File: src/rtl/dfr_pkg.sv
// Shared types and fixed-point helpers for the DFR output-layer matrix multiplier.
package dfr_pkg;

  // Widest accumulator / data word the saturation helper handles.
  localparam int unsigned SAT_ACC_W  = 192;
  localparam int unsigned SAT_DATA_W = 64;

  typedef enum logic [2:0] {
    MM_IDLE  = 3'd0,
    MM_FETCH = 3'd1,
    MM_ACCUM = 3'd2,
    MM_STORE = 3'd3,
    MM_DONE  = 3'd4
  } mm_state_t;

  // Full product width plus enough headroom for K additions and a sign bit.
  function automatic int unsigned acc_width(input int unsigned data_width, input int unsigned k);
    return 2 * data_width + $clog2(k) + 1;
  endfunction

  // Arithmetic (floor) shift by frac_bits, then clamp into a data_width signed word.
  function automatic logic [SAT_DATA_W-1:0] sat_trunc(input logic signed [SAT_ACC_W-1:0] acc,
                                                       input int unsigned frac_bits,
                                                       input int unsigned data_width);
    logic signed [SAT_ACC_W-1:0] shifted;
    logic signed [SAT_ACC_W-1:0] max_v;
    logic signed [SAT_ACC_W-1:0] min_v;
    logic signed [SAT_ACC_W-1:0] one;
    one     = SAT_ACC_W'(1);
    shifted = acc >>> frac_bits;
    max_v   = (one <<< (data_width - 1)) - one;
    min_v   = ~max_v;
    if (shifted > max_v) return SAT_DATA_W'(max_v);
    if (shifted < min_v) return SAT_DATA_W'(min_v);
    return SAT_DATA_W'(shifted);
  endfunction

endpackage

File: src/rtl/dfr_matrix_multiply_mac.sv
// Signed multiply-accumulate register with synchronous clear and enable.
module dfr_mac #(
  parameter int unsigned DATA_WIDTH = 32,
  parameter int unsigned ACC_W      = 68
) (
  input  logic                         clk,
  input  logic                         rst,
  input  logic                         clr,
  input  logic                         en,
  input  logic signed [DATA_WIDTH-1:0] a,
  input  logic signed [DATA_WIDTH-1:0] b,
  output logic signed [ACC_W-1:0]      acc_next_c
);

  logic signed [2*DATA_WIDTH-1:0] prod_c;
  logic signed [ACC_W-1:0]        acc;

  assign prod_c     = a * b;
  assign acc_next_c = acc + ACC_W'(prod_c);

  // Clear wins over enable so a new element never inherits the previous sum.
  always_ff @(posedge clk or posedge rst) begin
    if (rst)      acc <= '0;
    else if (clr) acc <= '0;
    else if (en)  acc <= acc_next_c;
  end

endmodule

File: src/rtl/dfr_matrix_multiply.sv
// Output-layer Y = X * W engine: one shared MAC, single-port X/W read RAMs, Y write RAM.
module dfr_matrix_multiply
  import dfr_pkg::*;
#(
  parameter int unsigned ADDR_WIDTH    = 32,
  parameter int unsigned DATA_WIDTH    = 32,
  parameter int unsigned X_ROWS        = 5,
  parameter int unsigned Y_COLS        = 5,
  parameter int unsigned X_COLS_Y_ROWS = 5,
  parameter int unsigned FRAC_BITS     = 16
) (
  input  logic                  clk,
  input  logic                  rst,
  input  logic                  start,
  output logic                  busy,
  output logic                  done,
  output logic [ADDR_WIDTH-1:0] x_addr,
  input  logic [DATA_WIDTH-1:0] x_data,
  output logic [ADDR_WIDTH-1:0] w_addr,
  input  logic [DATA_WIDTH-1:0] w_data,
  output logic [ADDR_WIDTH-1:0] y_addr,
  output logic [DATA_WIDTH-1:0] y_data,
  output logic                  y_wen
);

  localparam int unsigned K     = X_COLS_Y_ROWS;
  localparam int unsigned ACC_W = acc_width(DATA_WIDTH, K);
  localparam int unsigned CNT_W = 32;

  mm_state_t               state, state_n;
  logic [CNT_W-1:0]        i, j, k, i_n, j_n, k_n;
  logic [ADDR_WIDTH-1:0]   x_addr_n, w_addr_n, y_addr_n;
  logic [DATA_WIDTH-1:0]   y_data_n;
  logic                    busy_n, done_n, y_wen_n;
  logic                    mac_clr_c, mac_en_c;
  logic signed [ACC_W-1:0] acc_next_c;

  dfr_mac #(
    .DATA_WIDTH (DATA_WIDTH),
    .ACC_W      (ACC_W)
  ) u_mac (
    .clk        (clk),
    .rst        (rst),
    .clr        (mac_clr_c),
    .en         (mac_en_c),
    .a          ($signed(x_data)),
    .b          ($signed(w_data)),
    .acc_next_c (acc_next_c)
  );

  // Next-state, counter, address and output-register computation.
  always_comb begin
    state_n   = state;
    i_n       = i;
    j_n       = j;
    k_n       = k;
    x_addr_n  = x_addr;
    w_addr_n  = w_addr;
    y_addr_n  = y_addr;
    y_data_n  = y_data;
    y_wen_n   = 1'b0;
    done_n    = 1'b0;
    mac_clr_c = 1'b0;
    mac_en_c  = 1'b0;
    case (state)
      MM_IDLE: begin
        if (start) begin
          mac_clr_c = 1'b1;
          i_n       = '0;
          j_n       = '0;
          k_n       = '0;
          x_addr_n  = '0;
          w_addr_n  = '0;
          state_n   = MM_FETCH;
        end
      end
      MM_FETCH: state_n = MM_ACCUM;
      MM_ACCUM: begin
        mac_en_c = 1'b1;
        if (k != CNT_W'(K - 1)) begin
          k_n      = k + CNT_W'(1);
          x_addr_n = x_addr + ADDR_WIDTH'(1);
          w_addr_n = w_addr + ADDR_WIDTH'(Y_COLS);
          state_n  = MM_FETCH;
        end else begin
          // Register the finished element so it is presented during STORE.
          y_wen_n  = 1'b1;
          y_addr_n = ADDR_WIDTH'(i) * ADDR_WIDTH'(Y_COLS) + ADDR_WIDTH'(j);
          y_data_n = DATA_WIDTH'(sat_trunc(SAT_ACC_W'(acc_next_c), FRAC_BITS, DATA_WIDTH));
          state_n  = MM_STORE;
        end
      end
      MM_STORE: begin
        mac_clr_c = 1'b1;
        if (i == CNT_W'(X_ROWS - 1) && j == CNT_W'(Y_COLS - 1)) begin
          done_n  = 1'b1;
          state_n = MM_DONE;
        end else begin
          k_n = '0;
          if (j == CNT_W'(Y_COLS - 1)) begin
            j_n = '0;
            i_n = i + CNT_W'(1);
          end else begin
            j_n = j + CNT_W'(1);
          end
          x_addr_n = ADDR_WIDTH'(i_n) * ADDR_WIDTH'(K);
          w_addr_n = ADDR_WIDTH'(j_n);
          state_n  = MM_FETCH;
        end
      end
      MM_DONE: state_n = MM_IDLE;
      default: state_n = MM_IDLE;
    endcase
    busy_n = (state_n != MM_IDLE);
  end

  always_ff @(posedge clk or posedge rst) begin
    if (rst) begin
      state  <= MM_IDLE;
      i      <= '0;
      j      <= '0;
      k      <= '0;
      x_addr <= '0;
      w_addr <= '0;
      y_addr <= '0;
      y_data <= '0;
      y_wen  <= 1'b0;
      done   <= 1'b0;
      busy   <= 1'b0;
    end else begin
      state  <= state_n;
      i      <= i_n;
      j      <= j_n;
      k      <= k_n;
      x_addr <= x_addr_n;
      w_addr <= w_addr_n;
      y_addr <= y_addr_n;
      y_data <= y_data_n;
      y_wen  <= y_wen_n;
      done   <= done_n;
      busy   <= busy_n;
    end
  end

endmodule

File: config.mk
export PLATFORM = sky130hd
export DESIGN_NAME = dfr_matrix_multiply
export DESIGN_NICKNAME = d
export VERILOG_FILES = /design/src/rtl/dfr_pkg.sv /design/src/rtl/dfr_matrix_multiply_mac.sv /design/src/rtl/dfr_matrix_multiply.sv
export SDC_FILE = /design/constraint.sdc
export NUM_CORES = 2
export LEC_CHECK = 0
export CORE_UTILIZATION = 30
export CTS_CLUSTER_SIZE = 16
export DETAILED_ROUTE_END_ITERATION = 6
export PLACE_DENSITY_LB_ADDON = 0.25
export SLEW_MARGIN = 15
export SYNTH_ARGS = -nofsm -noshare
export SYNTH_HDL_FRONTEND = slang
export SYNTH_SLANG_ARGS = --single-unit
export TNS_END_PERCENT = 50
File: constraint.sdc
create_clock -name clk -period 13.7 [get_ports clk]
set_input_delay 2.055 -clock clk [delete_from_list [all_inputs] [get_ports clk]]
set_output_delay 2.055 -clock clk [all_outputs]
set_load 0.01 [all_outputs]
## After elaboration in Yosys (flattened, before gate mapping)

Index checks and enable logic that the tools add are counted.

| word-level totals | value |
|---|---|
| register bits after elaboration | 298 |
| input bits | 67 |
| output and inout bits | 131 |
| word-level logic and storage cells | 84 |

| operators by class | value |
|---|---|
| add/sub/neg operators | 7 |
| multipliers | 3 |
| magnitude comparators | 2 |
| equality and inequality tests | 9 |
| mux-type cells | 41 |
| bitwise operators | 1 |
| reductions and logical operators | 9 |

Operator list:

| operator | number |
|---|---|
| $mux 32 | 16 |
| $pmux 32 s3 | 3 |
| $mux 68 | 2 |
| $add 32x1->32 const B | 4 |
| $pmux 32 s2 | 2 |
| $add 68x64->68 | 1 |
| $eq 32x3->1 const B | 2 |
| $mul 32x3->32 const B | 2 |
| $mul 32x32->64 | 1 |
| $gt 52x32->1 const B | 1 |
| $lt 52x32->1 const B | 1 |
| $add 32x3->32 const B | 1 |
| $add 32x32->32 | 1 |
| $ne 32x3->1 const B | 1 |
| $mux 1 | 13 |
| $pmux 3 s4 | 1 |
| $eq 3x2->1 const B | 2 |
| $mux 3 | 2 |
| $ne 2x2->1 const B | 3 |
| $reduce_bool 3->1 | 2 |
| $reduce_and 4->1 | 1 |
| $reduce_bool 2->1 | 2 |
| $eq 3x1->1 const B | 1 |
| $logic_not 3->1 | 1 |
| other kinds (6) | 6 |

## Longest topological paths before layout

| logic depth | value |
|---|---|
| word-level depth | 11 |
| mapped depth | 35 |

## Cells and area by module

A second synthesis with hierarchy kept.

| second synthesis, totals | value |
|---|---|
| cell total of the unflattened synthesis | 6868 |
| area, all modules | 61641.6 um^2 |

Modules (own cells, without submodules):

| module | instances | cells an instance | area an instance (um^2) | seq. area each (um^2) |
|---|---|---|---|---|
| dfr_mac | 1 | 4766 | 44508.9 | 1701.6 |
| dfr_matrix_multiply | 1 | 2102 | 17132.7 | 5755.5 |

## Worst setup path after synthesis

Ideal clock, no wire load.

| path | value |
|---|---|
| path type | input port to flip-flop |
| start | input w_data[0] |
| end | register y_data[20] |
| library setup time | 130 ps |
| arrival | 11184 ps |
| data required time | 13570 ps |
| path slack | 2385 ps |
| stages on the path | 30 |
| buffers on the path | 4 |
| cells stage by stage | clkbuf_1 nand2_1 fa_1 fa_1 inv_1 fa_1 fa_1 fa_1 fa_1 fa_1 inv_1 fa_1 inv_1 ha_1 clkbuf_1 nand4_1 or3_1 nor3_1 nand2b_1 a31o_2 nand3_1 a21oi_1 o311a_1 o21bai_1 xor2_1 or4_1 buf_2 buf_6 o211ai_1 o21ai_1 |

| on the way | value |
|---|---|
| word-level cells in the longest chain between the ends | 9 |

RTL lines:

| item | line | text |
|---|---|---|
| start: declaration | dfr_matrix_multiply.sv:20 | `input logic [DATA_WIDTH-1:0] w_data,` |
| $mul 32x32->64 * | dfr_matrix_multiply_mac.sv:18 | `assign prod_c = a * b;` |
| $add 68x64->68 * | dfr_matrix_multiply_mac.sv:19 | `assign acc_next_c = acc + ACC_W'(prod_c);` |
| $lt 52x32->1 | dfr_pkg.sv:34 | `if (shifted < min_v) return SAT_DATA_W'(min_v);` |
| $mux 1 (2 in series) | dfr_pkg.sv:34 |  |
| $mux 1 | dfr_matrix_multiply.sv:80 | `if (k != CNT_W'(K - 1)) begin` |
| $mux 1 | dfr_matrix_multiply.sv:65 | `case (state)` |
| $mux 32 | dfr_pkg.sv:35 | `return SAT_DATA_W'(shifted);` |
| $mux 32 * | dfr_pkg.sv:34 |  |
| end signal: assignment | dfr_matrix_multiply.sv:138 | `y_data <= y_data_n;` |
| end: declaration | dfr_matrix_multiply.sv:22 | `output logic [DATA_WIDTH-1:0] y_data,` |

Every way passes the cells marked *; elsewhere a longest branch is shown, timed or not. The select of a mux whose other input is x is not followed.
A chain may end at the register's enable or synchronous reset.

## Final worst setup path

| path | value |
|---|---|
| start | input x_data[31] |
| end | register y_data[30] |

| on the way | value |
|---|---|
| word-level cells in the longest chain between the ends | 9 |

RTL lines:

| item | line | text |
|---|---|---|
| start: declaration | dfr_matrix_multiply.sv:18 | `input logic [DATA_WIDTH-1:0] x_data,` |
| $mul 32x32->64 * | dfr_matrix_multiply_mac.sv:18 |  |
| $add 68x64->68 * | dfr_matrix_multiply_mac.sv:19 |  |
| $lt 52x32->1 | dfr_pkg.sv:34 |  |
| $mux 1 (2 in series) | dfr_pkg.sv:34 |  |
| $mux 1 | dfr_matrix_multiply.sv:80 |  |
| $mux 1 | dfr_matrix_multiply.sv:65 |  |
| $mux 32 | dfr_pkg.sv:35 |  |
| $mux 32 * | dfr_pkg.sv:34 |  |

Marked as above.

==> impl_results.md <==
* Yosys warnings at 0
* Area growth syn-to-layout at 10.4%
* Remaining antenna violation count at 0
* Largest net degree at the start of global routing at 137
* Average cell area after synthesis at 9.15 µm²
* Async set or reset register ratio after synthesis at 1.00
* CTS Root Cell: clkbuf_16
* DP Wirelength at 150 mm
* Relative slew margins at 0.215
* Main combinational cell family by area after synthesis: adder cells
* H-tree depth at 2
* Fmax at 82.5 MHz
* CTS tree: yes
* Worst setup path start: x_data[31]
* WL per Instance at 19.1 µm
* Layout cells sized above 1 at 0.0326
* Mux contribution to synthesized area at 0.00119
* Initial antenna violation count at 4
* Worst path required time at 14180 ps
* Crit path DAT at 12600 ps
* Worst slack at placement at 971 ps
* Total negative slack at 0 ps
* First-pass GRT wire length at 286 mm
* Count of state elements after synthesis at 298
* Routed wire length at 177 mm
* Postcts setup bufs at 0
* Vias at 43878
* Setup Skew at 27.6 ps
* Most used cell, CP: fa_1
* Seq/Total Area, Yosys at 0.124
* Critical path class: in -> reg
* Initial Util at 0.303
* Placed insts at 9168
* RSZ-0062 raised after global routing: false
* Status: finished clean
* Slew Viols, Final at 0
* Max cap viols at 0
* Die height at 449 µm
* Clock latency on the worst-skew pair at 580 ps
* Worst setup slack after layout at 1590 ps
* Cell count after synthesis at 6545
* Simple logic cell fraction of the synthesized area at 0.146
* RD Place Congestion at 0.877
* FF-to-FF setup slack at 4500 ps
* Final Hold Viols at 0
* Worst-margin pin slew at 1170 ps
* Synth Area in Adders at 0.502
* I/O Buffers at 197
* Worst path bufs/invs at 7
* Launching point of the worst reg2reg path: u_mac.acc[30]$_DFFE_PP0P_
* Vias in the first global route at 47872
* Die width at 449 µm
* # resized after CTS at 0
* Critical path peak fanout at 31
* Pre-antenna DRT Iters at 5
* R2R depth at 28
* Setup-failing EPs final at 0
* Num CTS Buffers at 39
* Highest-delay cell along the critical path: clkdlybuf4s50_1
* HP Class: reg -> reg
* Critical Path Stages at 29
* Most used DFF post-synth: dfrtp_1
* Final critical-path share of the clock period at 0.884
* Synth Area in Compound Gates at 0.0891
* CTS clk-pin slew, worst paths at 60 ps
* Post-DR vias/cell at 4.75
* CTS Hold Bufs at 0
* Critical Path Max Stage Delay at 840 ps
* CTS Sinks at 298
* Mapped cell area at 59900 µm²
* Core outline area at 198000 µm²
* Non-filler cells in the finished layout at 9236
* Number of fillers in the final layout at 20673
* Die ar. at 201000 µm²
* Minimum clock period at 12110 ps
* GRT overflow at 0
* DR DRC count at 0
* Critical Path Sink Type: flop
* Synth Area in XOR/XNOR at 0.0292
* RR Endpoint: y_data[30]$_DFFE_PP0P_
* IO Count at 198
* Critical path's top delay family: adder cells
* Core Rows at 163
* Iter 0 DRT Violations at 2352
* Critical Path End: y_data[30]$_DFFE_PP0P_
* Synth cell types at 81
* Syn_nets at 8247
* Clk buf depth at 3
* EDFF count, synth at 0
* Post-layout nets at 8271
* Type of origin of the critical path: primary input
* All-Layer GR Usage at 0.180
cells in the final DEF, fill, tap and decap left out, types with 10 or more instances in the layout:
master           netlist  layout
o22ai_1               28      28
ha_1                 353     353
fa_1                1282    1282
buf_4                  0     102
nand2b_1              37      37
a21oi_1              160     160
a22oi_1               10      10
a31oi_1               37      37
nor4_1                27      27
nor2_1               208     207
o211ai_2              15      15
inv_1               1392    1389
o21a_1                16      16
a22o_1                44      44
clkdlybuf4s50_1        0     193
xnor2_1              122     122
o21bai_1              25      24
and3_1                63      63
nand2_1              894     892
nor3_1                33      32
o211ai_1              31      31
clkbuf_16              0      40
and2_1               383     383
a21o_1                46      46
xor2_1                78      78
o31ai_1               21      21
nor2b_1               19      19
and4_1                15      14
o21ai_0              297     297
nand3_1               71      71
or3_1                 16      15
dfrtp_1              298     298
o21ai_1               33      33
nand4_1               45      45
a211oi_1              11      11
per-layer routing:
layer  vias up  track usage  wire (µm)
met5         -            0          9
met4         2       0.0571       6320
met3       206       0.0153       6130
met2       887        0.303      85300
met1     22739        0.245      79100
li1      20044            -          -
layout make-up:
cell class / count / area (µm²) / share of cell area
tap: 2640 / 3300 / 0.0500
timing repair buffer: 302 / 2780 / 0.0420
multi-input combinational: 4536 / 46100 / 0.697
antenna: 1 / 2.50 / 0.0000378
clock buffer: 55 / 1140 / 0.0172
inverter: 1392 / 5230 / 0.0791
sequential: 298 / 7460 / 0.113
clock inverter: 12 / 130 / 0.00197
how the worst min path moves through the flow:
| stage | slack (ps) | from | end | depth (start not counted) |
|---|---|---|---|---|
| 2_1_floorplan | 450 | u_mac.acc[14]$_DFFE_PP0P_ | u_mac.acc[14]$_DFFE_PP0P_ | 2 |
| 4_1_cts | 480 | y_addr[0]$_DFFE_PP0P_ | y_addr[0]$_DFFE_PP0P_ | 2 |
| 6_report | 470 | y_addr[0]$_DFFE_PP0P_ | y_addr[0]$_DFFE_PP0P_ | 2 |
| 3_5_place_dp | 470 | y_addr[0]$_DFFE_PP0P_ | y_addr[0]$_DFFE_PP0P_ | 2 |
| 3_3_place_gp | 460 | y_addr[0]$_DFFE_PP0P_ | y_addr[0]$_DFFE_PP0P_ | 2 |
| 5_1_grt | 500 | u_mac.acc[28]$_DFFE_PP0P_ | u_mac.acc[28]$_DFFE_PP0P_ | 2 |
cells in the mapped netlist (37+ instances only):
master | number | area [µm²]
nor2_1 | 208 | 781
inv_1 | 1392 | 5230
xnor2_1 | 122 | 1070
nand3_1 | 71 | 355
nand4_1 | 45 | 282
nand2b_1 | 37 | 231
xor2_1 | 78 | 683
fa_1 | 1282 | 25700
nand2_1 | 894 | 3360
clkbuf_1 | 306 | 1150
ha_1 | 353 | 4420
and2_1 | 383 | 2400
and3_1 | 63 | 394
a31oi_1 | 37 | 231
a22o_1 | 44 | 385
a21o_1 | 46 | 345
dfrtp_1 | 298 | 7460
a21oi_1 | 160 | 801
o21ai_0 | 297 | 1490
worst min-delay path, stage by stage, from the launching register on:
cell	delay, ps
dfrtp_1	340
nand2_1	50
nand2_1	50
registers in the layout, indices dropped and copies added, names as in the netlist, 3 cells and up:
name	count
i	32
u_mac.acc	68
x_addr	32
j	32
y_addr	32
w_addr	32
y_data	32
k	32
state	3
kinds of logic (layout without fill, tap and decap cells):
group / count (synthesis) / count (layout)
fa+ha+maj: 1635 / 1635
buf+inv: 1711 / 1761
other cells: 0 / 1
compound gates: 849 / 849
xor+xnor: 200 / 200
flops: 298 / 298
simple gates: 1845 / 1845
mux: 7 / 7
through the flow:
stage / utilization / hold WS (ps) / cell area [µm²]
floorplan: - / 449 / 59900
global placement: 0.328 / 459 / 64800
detailed placement: 0.328 / 465 / 64800
CTS: 0.334 / 479 / 66100
global route: 0.334 / 496 / 66100
finish: 0.334 / 469 / 66100
Power is left out: the tool's default activity adds up to more than one toggle a clock period on the data nets, which glitch-free logic cannot reach.
